File: src/rtl/tmds_encoder_dvi.sv
// tmds_encoder_dvi: one DVI 1.0 TMDS channel encoder (8b/10b with DC balance).
// Stage 1 performs transition minimisation, stage 2 performs DC balancing and
// control-symbol insertion. Output latency is 2 clk_pix cycles.
// Optional build macro TMDS_ENC_REG_OUT_EN adds a retiming register on tmds
// (latency 3); symbol values are identical in both builds.
module tmds_encoder_dvi #(
    parameter logic [1:0] RST_CTRL = 2'b00
) (
    input  logic       clk_pix,
    input  logic       rstn_i,
    input  logic       de,
    input  logic [1:0] ctrl,
    input  logic [7:0] din,
    output logic [9:0] tmds
);

    // Blanking symbol for each {c1,c0} control pair.
    function automatic logic [9:0] ctrl_symbol(input logic [1:0] c);
        logic [9:0] s;
        case (c)
            2'b00:   s = 10'h354;
            2'b01:   s = 10'h0AB;
            2'b10:   s = 10'h154;
            default: s = 10'h2AB;
        endcase
        return s;
    endfunction

    function automatic logic [3:0] popcount8(input logic [7:0] v);
        logic [3:0] n;
        n = '0;
        for (int i = 0; i < 8; i++) begin
            n = n + {3'b000, v[i]};
        end
        return n;
    endfunction

    localparam logic [9:0] RST_SYM = ctrl_symbol(RST_CTRL);

    // Stage 1 signals
    logic [3:0] n1_din;
    logic       use_xnor;
    logic [8:0] qm_d;
    logic [8:0] qm_q;
    logic       de_q;
    logic [1:0] ctrl_q;

    // Stage 2 signals
    logic [3:0]        n1q;
    logic signed [4:0] diff;     // n1q - n0q, always even in -8..+8
    logic              case_a;
    logic              case_b;
    logic [9:0]        sym_d;
    logic [9:0]        sym_q;
    logic signed [4:0] cnt_d;
    logic signed [4:0] cnt_q;

    // Transition minimisation: chain XOR or XNOR through the data bits.
    // NOTE: every variable written in always_comb is given a value on every path first, so no latch is inferred.
    always_comb begin
        n1_din   = popcount8(din);
        use_xnor = (n1_din > 4'd4) || ((n1_din == 4'd4) && !din[0]);
        qm_d     = '0;
        qm_d[0]  = din[0];
        for (int i = 1; i < 8; i++) begin
            qm_d[i] = use_xnor ? ~(qm_d[i-1] ^ din[i]) : (qm_d[i-1] ^ din[i]);
        end
        qm_d[8] = ~use_xnor;
    end

    // Stage 1 register: q_m plus the de/ctrl that travel alongside it.
    // NOTE: sequential state uses non-blocking assignments so every register samples pre-edge values.
    // NOTE: all pipeline registers reset asynchronously to the RST_CTRL blanking state, so the first symbols after release are clean control codes.
    always_ff @(posedge clk_pix or negedge rstn_i) begin
        if (!rstn_i) begin
            qm_q   <= '0;
            de_q   <= 1'b0;
            ctrl_q <= RST_CTRL;
        end else begin
            qm_q   <= qm_d;
            de_q   <= de;
            ctrl_q <= ctrl;
        end
    end

    // DC balancing: pick inversion from running disparity, or emit a control symbol.
    always_comb begin
        n1q    = popcount8(qm_q[7:0]);
        diff   = $signed({n1q, 1'b0}) - 5'sd8;
        case_a = (cnt_q == 5'sd0) || (n1q == 4'd4);
        case_b = ((cnt_q > 5'sd0) && (n1q > 4'd4)) ||
                 ((cnt_q < 5'sd0) && (n1q < 4'd4));
        sym_d  = ctrl_symbol(ctrl_q);
        cnt_d  = 5'sd0;
        if (de_q) begin
            if (case_a) begin
                sym_d = {~qm_q[8], qm_q[8], qm_q[8] ? qm_q[7:0] : ~qm_q[7:0]};
                cnt_d = qm_q[8] ? (cnt_q + diff) : (cnt_q - diff);
            end else if (case_b) begin
                sym_d = {1'b1, qm_q[8], ~qm_q[7:0]};
                cnt_d = cnt_q - diff + (qm_q[8] ? 5'sd2 : 5'sd0);
            end else begin
                sym_d = {1'b0, qm_q[8], qm_q[7:0]};
                cnt_d = cnt_q + diff - (qm_q[8] ? 5'sd0 : 5'sd2);
            end
        end
    end

    // Stage 2 register: encoded symbol and running disparity.
    always_ff @(posedge clk_pix or negedge rstn_i) begin
        if (!rstn_i) begin
            sym_q <= RST_SYM;
            cnt_q <= 5'sd0;
        end else begin
            sym_q <= sym_d;
            cnt_q <= cnt_d;
        end
    end

`ifdef TMDS_ENC_REG_OUT_EN
    logic [9:0] out_q;

    // Optional retiming register in front of the serialiser.
    always_ff @(posedge clk_pix or negedge rstn_i) begin
        if (!rstn_i) begin
            out_q <= RST_SYM;
        end else begin
            out_q <= sym_q;
        end
    end

    assign tmds = out_q;
`else
    assign tmds = sym_q;
`endif

endmodule

File: config.mk
export PLATFORM = sky130hd
export DESIGN_NAME = tmds_encoder_dvi
export DESIGN_NICKNAME = d
export VERILOG_FILES = /design/src/rtl/tmds_encoder_dvi.sv
export SDC_FILE = /design/constraint.sdc
export NUM_CORES = 1
export LEC_CHECK = 0
export ABC_AREA = 1
export CAP_MARGIN = 10
export CORE_ASPECT_RATIO = 1.1
export CORE_MARGIN = 2
export CORE_UTILIZATION = 55
export CTS_BUF_LIST = sky130_fd_sc_hd__clkbuf_4
export CTS_CLUSTER_SIZE = 10
export DETAILED_ROUTE_END_ITERATION = 16
export PLACE_DENSITY = 0.81
export SETUP_SLACK_MARGIN = 0.3
export SLEW_MARGIN = 5
export SYNTH_ARGS = -nofsm -noshare
export SYNTH_HDL_FRONTEND = slang
export SYNTH_SLANG_ARGS = --single-unit
export TNS_END_PERCENT = 30
File: constraint.sdc
create_clock -name clk_pix -period 5.08 [get_ports clk_pix]
set_clock_uncertainty 0.15 [all_clocks]
set_input_delay 1.016 -clock clk_pix [delete_from_list [all_inputs] [get_ports clk_pix]]
set_output_delay 1.016 -clock clk_pix [all_outputs]
set_load 0.05 [all_outputs]
# After elaboration in Yosys (flattened, before gate mapping)
# Index checks and enable logic that the tools add are counted.
# totals
ff_bits	27
input_bits	13
out_inout_bits	10
# classes
n_reduce_logical	9
addsub	19
bitwise_logic	17
mux	18
n_lt_le_gt_ge	5
eq_ne	4
# op_table
cell	n
4-bit by 1-bit adder with 4-bit output	8
10-bit 2-to-1 mux	3
10-bit one-hot mux with 3 select lines	1
5-bit 2-to-1 mux	4
1-bit inverter	9
3-bit by 1-bit adder with 4-bit output	2
4-bit by 3-bit equality test with 1-bit output, second input constant	2
4-bit by 3-bit greater-than comparator with 1-bit output, second input constant	2
8-bit 2-to-1 mux	1
8-bit inverter	1
1-bit 2-to-1 mux	7
1-bit XOR	7
2-bit by 1-bit adder with 3-bit output	2
5-bit by 3-bit adder with 5-bit output	1
5-bit adder	1
5-bit by 1-bit greater-than comparator with 1-bit output, second input constant	1
5-bit logical NOT	1
5-bit by 1-bit less-than comparator with 1-bit output, second input constant	1
5-bit by 3-bit subtractor with 5-bit output	1
5-bit subtractor	1
5-bit subtractor, second input constant	1
1-bit by 1-bit adder with 2-bit output	2
4-bit by 3-bit less-than comparator with 1-bit output, second input constant	1
2-bit 2-to-1 mux	2
6 further kinds	10

# Depth between registers and ports, before layout
# Gate-level depths: netlist (run 1).
# depth
word_depth	29
mapped_depth	20
depth_no_buf	20

# Worst setup path after synthesis (run 1)
# Ideal clock, no wire load.
# synth_timing
kind	input -> register
startpoint	input din[0]
endpoint	register qm_q[7]
n_path_buf	0
arrival_time_ns	3.934
cell_stages	16
setup_ns	0.116
path_slack_ns	0.880
cell_sequence	inv_1 > fa_1 > fa_1 > fa_1 > inv_1 > ha_1 > fa_1 > nand3b_1 > nand2_2 > nand2_2 > xor2_1 > inv_1 > nand2_1 > nand2_1 > nand2_1 > nand2_1
# synth_between
elab_chain_len	29
word_cells_on_any_way	33
classes_between	add/sub: 7; order compare: 1; eq/ne: 1; mux: 7; bitwise: 14; reduce/logical: 3
# synth_lines
item	line	text
from (decl)	13	input logic [7:0] din,
parallel branches: the longest is 28 deep, another holds 3-bit by 1-bit adder with 4-bit output	-	
1-bit 2-to-1 mux (*)	66	qm_d[i] = use_xnor ? ~(qm_d[i-1] ^ din[i]) : (qm_d[i-1] ^ din[i]);
named net qm_d[7]	43	logic [8:0] qm_d;
to (signal assigned)	80	qm_q <= qm_d;
to (decl)	44	logic [8:0] qm_q;
# Mark *: on every way through the listed nets, which the timed path passes.

# Final worst setup path (run 1)
# layout_timing
startpoint	input din[0]
endpoint	register qm_q[7]
# layout_between
elab_chain_len	29
word_cells_on_any_way	33
classes_between	add/sub: 7; order compare: 1; eq/ne: 1; mux: 7; bitwise: 14; reduce/logical: 3
# layout_lines
item	line
parallel branches: the longest is 22 deep, another holds 3-bit by 1-bit adder with 4-bit output	-
1-bit 2-to-1 mux (*)	66
named net qm_d[5]	43
1-bit XOR (*)	66
1-bit inverter	66
1-bit 2-to-1 mux (*)	66
1-bit XOR (*)	66
1-bit inverter	66
1-bit 2-to-1 mux (*)	66
named net qm_d[7]	43
# Marked as above.

==> run metrics, run 1 <==
Tot GR Track Use=0.197; Max Freq=219 MHz; count of final setup violators=0; Mapped Cells=254; via count of the first global-routing pass=1687; Congestion Overflow GR=0; worst setup margin=0.514 ns; DR pass1 iterations=4; Final min period=4.57 ns; initial antenna violation count=0; routed vias/inst=5.14; total number of vias=1686; io pins=23; post-CTS setup buffer count=0; Post-Place Setup Slack=0.113 ns; leading area contributor after synthesis=dfrtp_1; first-pass GRT wire length=6.78 mm; CP Capture Type=register; status=finished, final reports clean; Max FO, Critical Path=7; CP max-delay cell=fa_1; worst hold slack=0.407 ns; Nets=326; routed len/inst=11.8 µm; hold buffers post-CTS=0; ant diodes=0; count of cell types in the netlist=28; DRC Markers=0; DIE AREA=0.00432 mm²; maximum number of buffers from clock root to sink=2; worst min path class=register to register; MaxCap Viol Count=0; worst slew pin tran=1.07 ns; gpl congestion=0.906; Slew headroom=0.282; register area share after synthesis=0.314; chip height=68.7 µm; post-layout util=0.661; Most Frequent Cell on Critical Path=nand2_1; largest net degree at the start of global routing=27; CTS tree=done; critical path, cell by cell=clkdlybuf4s50_1, inv_1, fa_1, fa_1, fa_1, inv_1, ha_1, fa_1, nand3b_1, nand2_2, nand2_4, nand2_1, nand3_1, nand2_1, nand2_1, nand2_1, nand2_1, nand2_1; share of layout cells above drive strength 1=0.0863; post-route clock period utilization=0.899; CP peak stage delay=0.56 ns; synthesized flop and latch total=26; hpwl dp=3.18 mm; clk root buf=clkbuf_4; Worst-Skew Late Latency=0.32 ns; cell family contributing the most delay on the critical path=adder cells; setup_tns=0 ns; CP startpoint kind=primary input; final wirelength=3.86 mm; Synth Warn #=0; ANT nets after route=0; detailed router's first-iteration violation count=98; Req. time, crit path=5.16 ns; clk sinks=26; crit path buf inv count=3; Syn Area/Cell=8.25 µm²; Final Max Tran Viols=0; Clock transition at path regs=0.14 ns; synthesized cell area=0.00209 mm²; syn nets=301; Syn-to-layout area delta=15.4%; Critical Setup Path Class=primary input to register; unrepaired setup endpoints after global routing=true; most common cell after layout, fill and taps aside=nand2_1; Die X=62.8 µm; Cell Rows=23; commonest non-fill, non-tap cells in the layout=56 x nand2_1, 49 x inv_1, 23 x ha_1, 22 x clkdlybuf4s50_1, 21 x dfrtp_1; starting density of the core=0.573; H-tree levels=1; top cell type's share of synthesized area=0.251; Placeable Area=0.00365 mm²; Port Buf Inserts=22; top post-synthesis cells by area=dfrtp_1 25%, ha_1 14%, nand2_1 10%; CTS Buf Count=3; Worst Path Arrival=4.65 ns; Final Hold Vio Count=0
## cell usage after synthesis
| cell type | instances |
|---|---|
| nand2_1 | 56 |
| inv_1 | 49 |
| ha_1 | 24 |
| dfrtp_1 | 21 |
| nand3_1 | 18 |
| nor2_1 | 14 |
| fa_1 | 10 |
| o21ai_0 | 8 |
| o21ai_1 | 8 |
| nand2_2 | 7 |
| xor2_1 | 6 |
| a21oi_1 | 5 |
| dfstp_2 | 5 |
| xnor2_1 | 5 |
| nand3b_1 | 3 |
| nand4_1 | 2 |
| o21ai_2 | 2 |
| a211oi_1 | 1 |
| a211oi_2 | 1 |
| buf_2 | 1 |
| buf_8 | 1 |
| nand2_4 | 1 |
| nand3_2 | 1 |
| nor2_2 | 1 |
| nor3_1 | 1 |
| o211ai_1 | 1 |
| or2_1 | 1 |
| xor2_2 | 1 |
## sequential cells by signal, summed over array words and instances (netlist names)
name / count
cnt_q: 4
ctrl_q: 2
de_q: 1
qm_q: 9
tmds: 10
## worst paths after layout
check                        start   endpoint  slack, ns  depth (start not counted)
max reg2reg                qm_q[0]   cnt_q[4]       0.54                         19
min in group asynchronous   rstn_i  ctrl_q[1]       1.11                          1
max                         din[0]    qm_q[7]       0.51                         18
min                        qm_q[4]    tmds[4]       0.41                          3
max in group asynchronous   rstn_i   cnt_q[3]       3.04                          1
min reg2reg                qm_q[4]    tmds[4]       0.41                          3
## kinds of logic (layout without fill, tap and decap cells)
family          count (synthesis)  in the layout  synth area share
xor+xnor                       12             12            0.0538
compound gates                 26             26            0.0717
fa+ha+maj                      34             34             0.239
flops                          26             26             0.314
buf+inv                        51             75            0.0974
simple gates                  105            105             0.225
## layer usage
metal  track usage  wire [µm]  vias up
li1              -          -      835
met1         0.211       1520      791
met2         0.398       2150       48
met3        0.0179        119       12
met4        0.0917         72        0
met5             0          0        -
## metrics by stage
| stage | area, µm² | instances |
|---|---|---|
| 6_report | 2420 | 328 |
| 5_1_grt | 2420 | 328 |
| 4_1_cts | 2410 | 328 |
| 3_5_place_dp | 2360 | 324 |
| 3_3_place_gp | 2360 | 324 |
| 2_1_floorplan | 2090 | 254 |
## worst min-delay path, delay by kind of cell (launching register included)
family / cells / cell delay [ns]
AOI/OAI and AO/OA: 1 / 0.05
DFF: 1 / 0.41
and+or+nand+nor: 2 / 0.11
## final cells by class
cell class	instances	area (µm²)
Multi-Input combinational cell	177	1240
Fill cell	309	1240
Sequential cell	26	657
Timing Repair Buffer	22	220
Inverter	49	184
Tap cell	50	62.6
Clock inverter	1	30.0
Clock buffer	3	22.5
## what timing repair did
| action | in CTS | in global routing |
|---|---|---|
| endpoints found under the setup margin | 0 | 2 |
| endpoints found under the hold margin | 0 | 0 |
| resized for setup | 0 | 2 |
Power of run 1 is not shown: default switching activity piles up to over one toggle a cycle in this logic, so the estimate is an artifact.
==> run 2: changes to the inputs <==
--- a/config.mk
+++ b/config.mk
@@ -9,11 +9,11 @@
 export CAP_MARGIN = 10
 export CORE_ASPECT_RATIO = 1.1
 export CORE_MARGIN = 2
-export CORE_UTILIZATION = 55
+export CORE_UTILIZATION = 56
 export CTS_BUF_LIST = sky130_fd_sc_hd__clkbuf_4
 export CTS_CLUSTER_SIZE = 10
 export DETAILED_ROUTE_END_ITERATION = 16
-export PLACE_DENSITY = 0.81
+export PLACE_DENSITY = 0.82
 export SETUP_SLACK_MARGIN = 0.3
 export SLEW_MARGIN = 5
 export SYNTH_ARGS = -nofsm -noshare
==> run 2 against run 1 <==
Net effect: maximum frequency increased by 0.24%; critical endpoint unchanged; register-to-register slack better by 0.07 ns; sequential share of layout area is 0.39 points lower; utilization up 1.5 points; non-clock buffer count is 1 higher; worst setup slack improved by 0.011 ns; flip-flop and latch count did not move; critical path depth down 1; worst hold slack improved by 0.0069 ns; via count decreased by 2.9%; final cell count increased by 0.30%; first-iteration DRC count decreased by 26%.
==> run metrics, run 2 (synthesized netlist as in run 1, its figures left out) <==
status=finished, final reports clean; unrepaired setup endpoints after global routing=true; largest net degree at the start of global routing=27 (unchanged); CP startpoint kind=primary input; ANT nets after route=0 (unchanged); count of final setup violators=0 (unchanged); io pins=23 (unchanged); Max Freq=220 MHz (+0.24%); placed instance count=324 (unchanged); final non-filler cell total=329 (+0.30%); Congestion Overflow GR=0 (unchanged); chip height=68.1 µm (-0.84%); Tot GR Track Use=0.194 (-0.00260); clk root buf=clkbuf_4; Slew headroom=0.656 (+0.374); Final Max Tran Viols=0 (unchanged); share of layout cells above drive strength 1=0.0932 (+0.00686); multi-input logic area=0.00125 mm² (+0.61%); starting density of the core=0.578 (+0.00455); CTS tree=done; ant diodes=0 (unchanged); register area=657 µm² (unchanged); setup_tns=0 ns (unchanged); worst setup margin=0.525 ns (+0.0111 ns); Worst Path Arrival=4.64 ns (about the same); worst slew pin tran=0.511 ns (-0.563 ns); maximum number of buffers from clock root to sink=2 (unchanged); post-route clock period utilization=0.897 (-0.00219); Syn-to-layout area delta=17.1%; final wirelength=3.81 mm (-1.2%); Post-Place Setup Slack=0.125 ns (+0.0122 ns); Nets=327 (+0.31%); H-tree levels=1 (unchanged); Final Hold Vio Count=0 (unchanged); Req. time, crit path=5.17 ns (about the same); routed vias/inst=4.98 (-3.2%); commonest non-fill, non-tap cells in the layout=56 x nand2_1, 49 x inv_1, 23 x ha_1, 22 x clkdlybuf4s50_1, 21 x dfrtp_1; total number of vias=1637 (-2.9%); post-CTS setup buffer count=0 (unchanged); hpwl dp=3.03 mm (-4.7%); initial antenna violation count=0 (unchanged); Critical Setup Path Class=primary input to register; most common cell after layout, fill and taps aside=nand2_1; Die X=62.3 µm (-0.84%); post-layout util=0.676 (+0.0149); Cell Rows=23 (unchanged); CP peak stage delay=0.56 ns (about the same); max reg flops=10 (unchanged); critical path, cell by cell=clkdlybuf4s50_1, inv_1, fa_1, fa_1, fa_1, inv_1, ha_1, fa_1, nand3b_1, nand2_2, nand2_4, xor2_1, inv_1, nand2_1, nand2_1, nand2_1, nand2_1; gpl congestion=0.868 (-4.1%); detailed router's first-iteration violation count=73 (-26%); Final min period=4.55 ns (-0.0111 ns); CP max-delay cell=fa_1; first-pass GRT wire length=6.52 mm (-3.8%); Clock transition at path regs=0.14 ns (about the same); DIE AREA=0.00425 mm² (-1.7%); DR pass1 iterations=4 (unchanged); clk sinks=26 (unchanged); Port Buf Inserts=22 (unchanged); via count of the first global-routing pass=1559 (-7.6%); Max FO, Critical Path=7 (unchanged); CP Capture Type=register; # fillers=307 (-0.65%); hold buffers post-CTS=0 (unchanged); worst min path class=register to register; DRC Markers=0 (unchanged); CTS Buf Count=3 (unchanged); MaxCap Viol Count=0 (unchanged); Worst-Skew Late Latency=0.34 ns (+0.02 ns); routed len/inst=11.6 µm (-1.5%); Placeable Area=0.00363 mm² (-0.79%)
-- run 2: layer usage --
| metal | share of wire | track usage | vias up | wire (µm) |
|---|---|---|---|---|
| met4 | 0.019 | 0.0806 | 0 | 72 |
| met3 | 0.022 | 0.0214 | 8 | 83 |
| met1 | 0.43 | 0.231 | 759 | 1660 |
| met5 | 0 | 0 | - | 0 |
| li1 | - | - | 843 | - |
| met2 | 0.52 | 0.365 | 27 | 2000 |
-- run 2: per-stage QoR --
stage | hold slack [ns] | instance area, µm²
2_1_floorplan | 0.339 | 2090
3_3_place_gp | 0.380 | 2360
3_5_place_dp | 0.381 | 2360
4_1_cts | 0.406 | 2410
5_1_grt | 0.445 | 2450
6_report | 0.414 | 2450
-- run 2: worst paths after layout --
kind | slack (ns) | startpoint | end | cells past startpoint
worst max register to register | 0.61 | qm_q[0] | cnt_q[4] | 19
worst max-delay path | 0.53 | din[0] | qm_q[7] | 17
worst min register to register | 0.41 | qm_q[4] | tmds[4] | 3
worst min-delay path | 0.41 | qm_q[4] | tmds[4] | 3
min in group asynchronous | 0.83 | rstn_i | cnt_q[2] | 1
max in group asynchronous | 3.51 | rstn_i | qm_q[6] | 2
-- run 2: repair_timing --
| item | CTS | global route |
|---|---|---|
| gates resized for setup | 0 | 3 |
| setup endpoints to repair | 0 | 3 |
| endpoints found under the hold margin | 0 | 0 |
-- run 2: worst max-delay path, delay by kind of cell --
kind          cells  cell delay, ns
xor+xnor          1            0.17
fa+ha+maj         5            2.10
buf+inv           4            0.72
simple gates      7            0.63
-- run 2: layout make-up --
class	instances	share of cell area
Tap cell	50	0.0255
Multi-Input combinational cell	177	0.509
Sequential cell	26	0.268
Clock buffer	3	0.00918
Inverter	49	0.0750
Clock inverter	1	0.0122
Timing Repair Buffer	23	0.101
Power of run 2 is left out for the same reason.
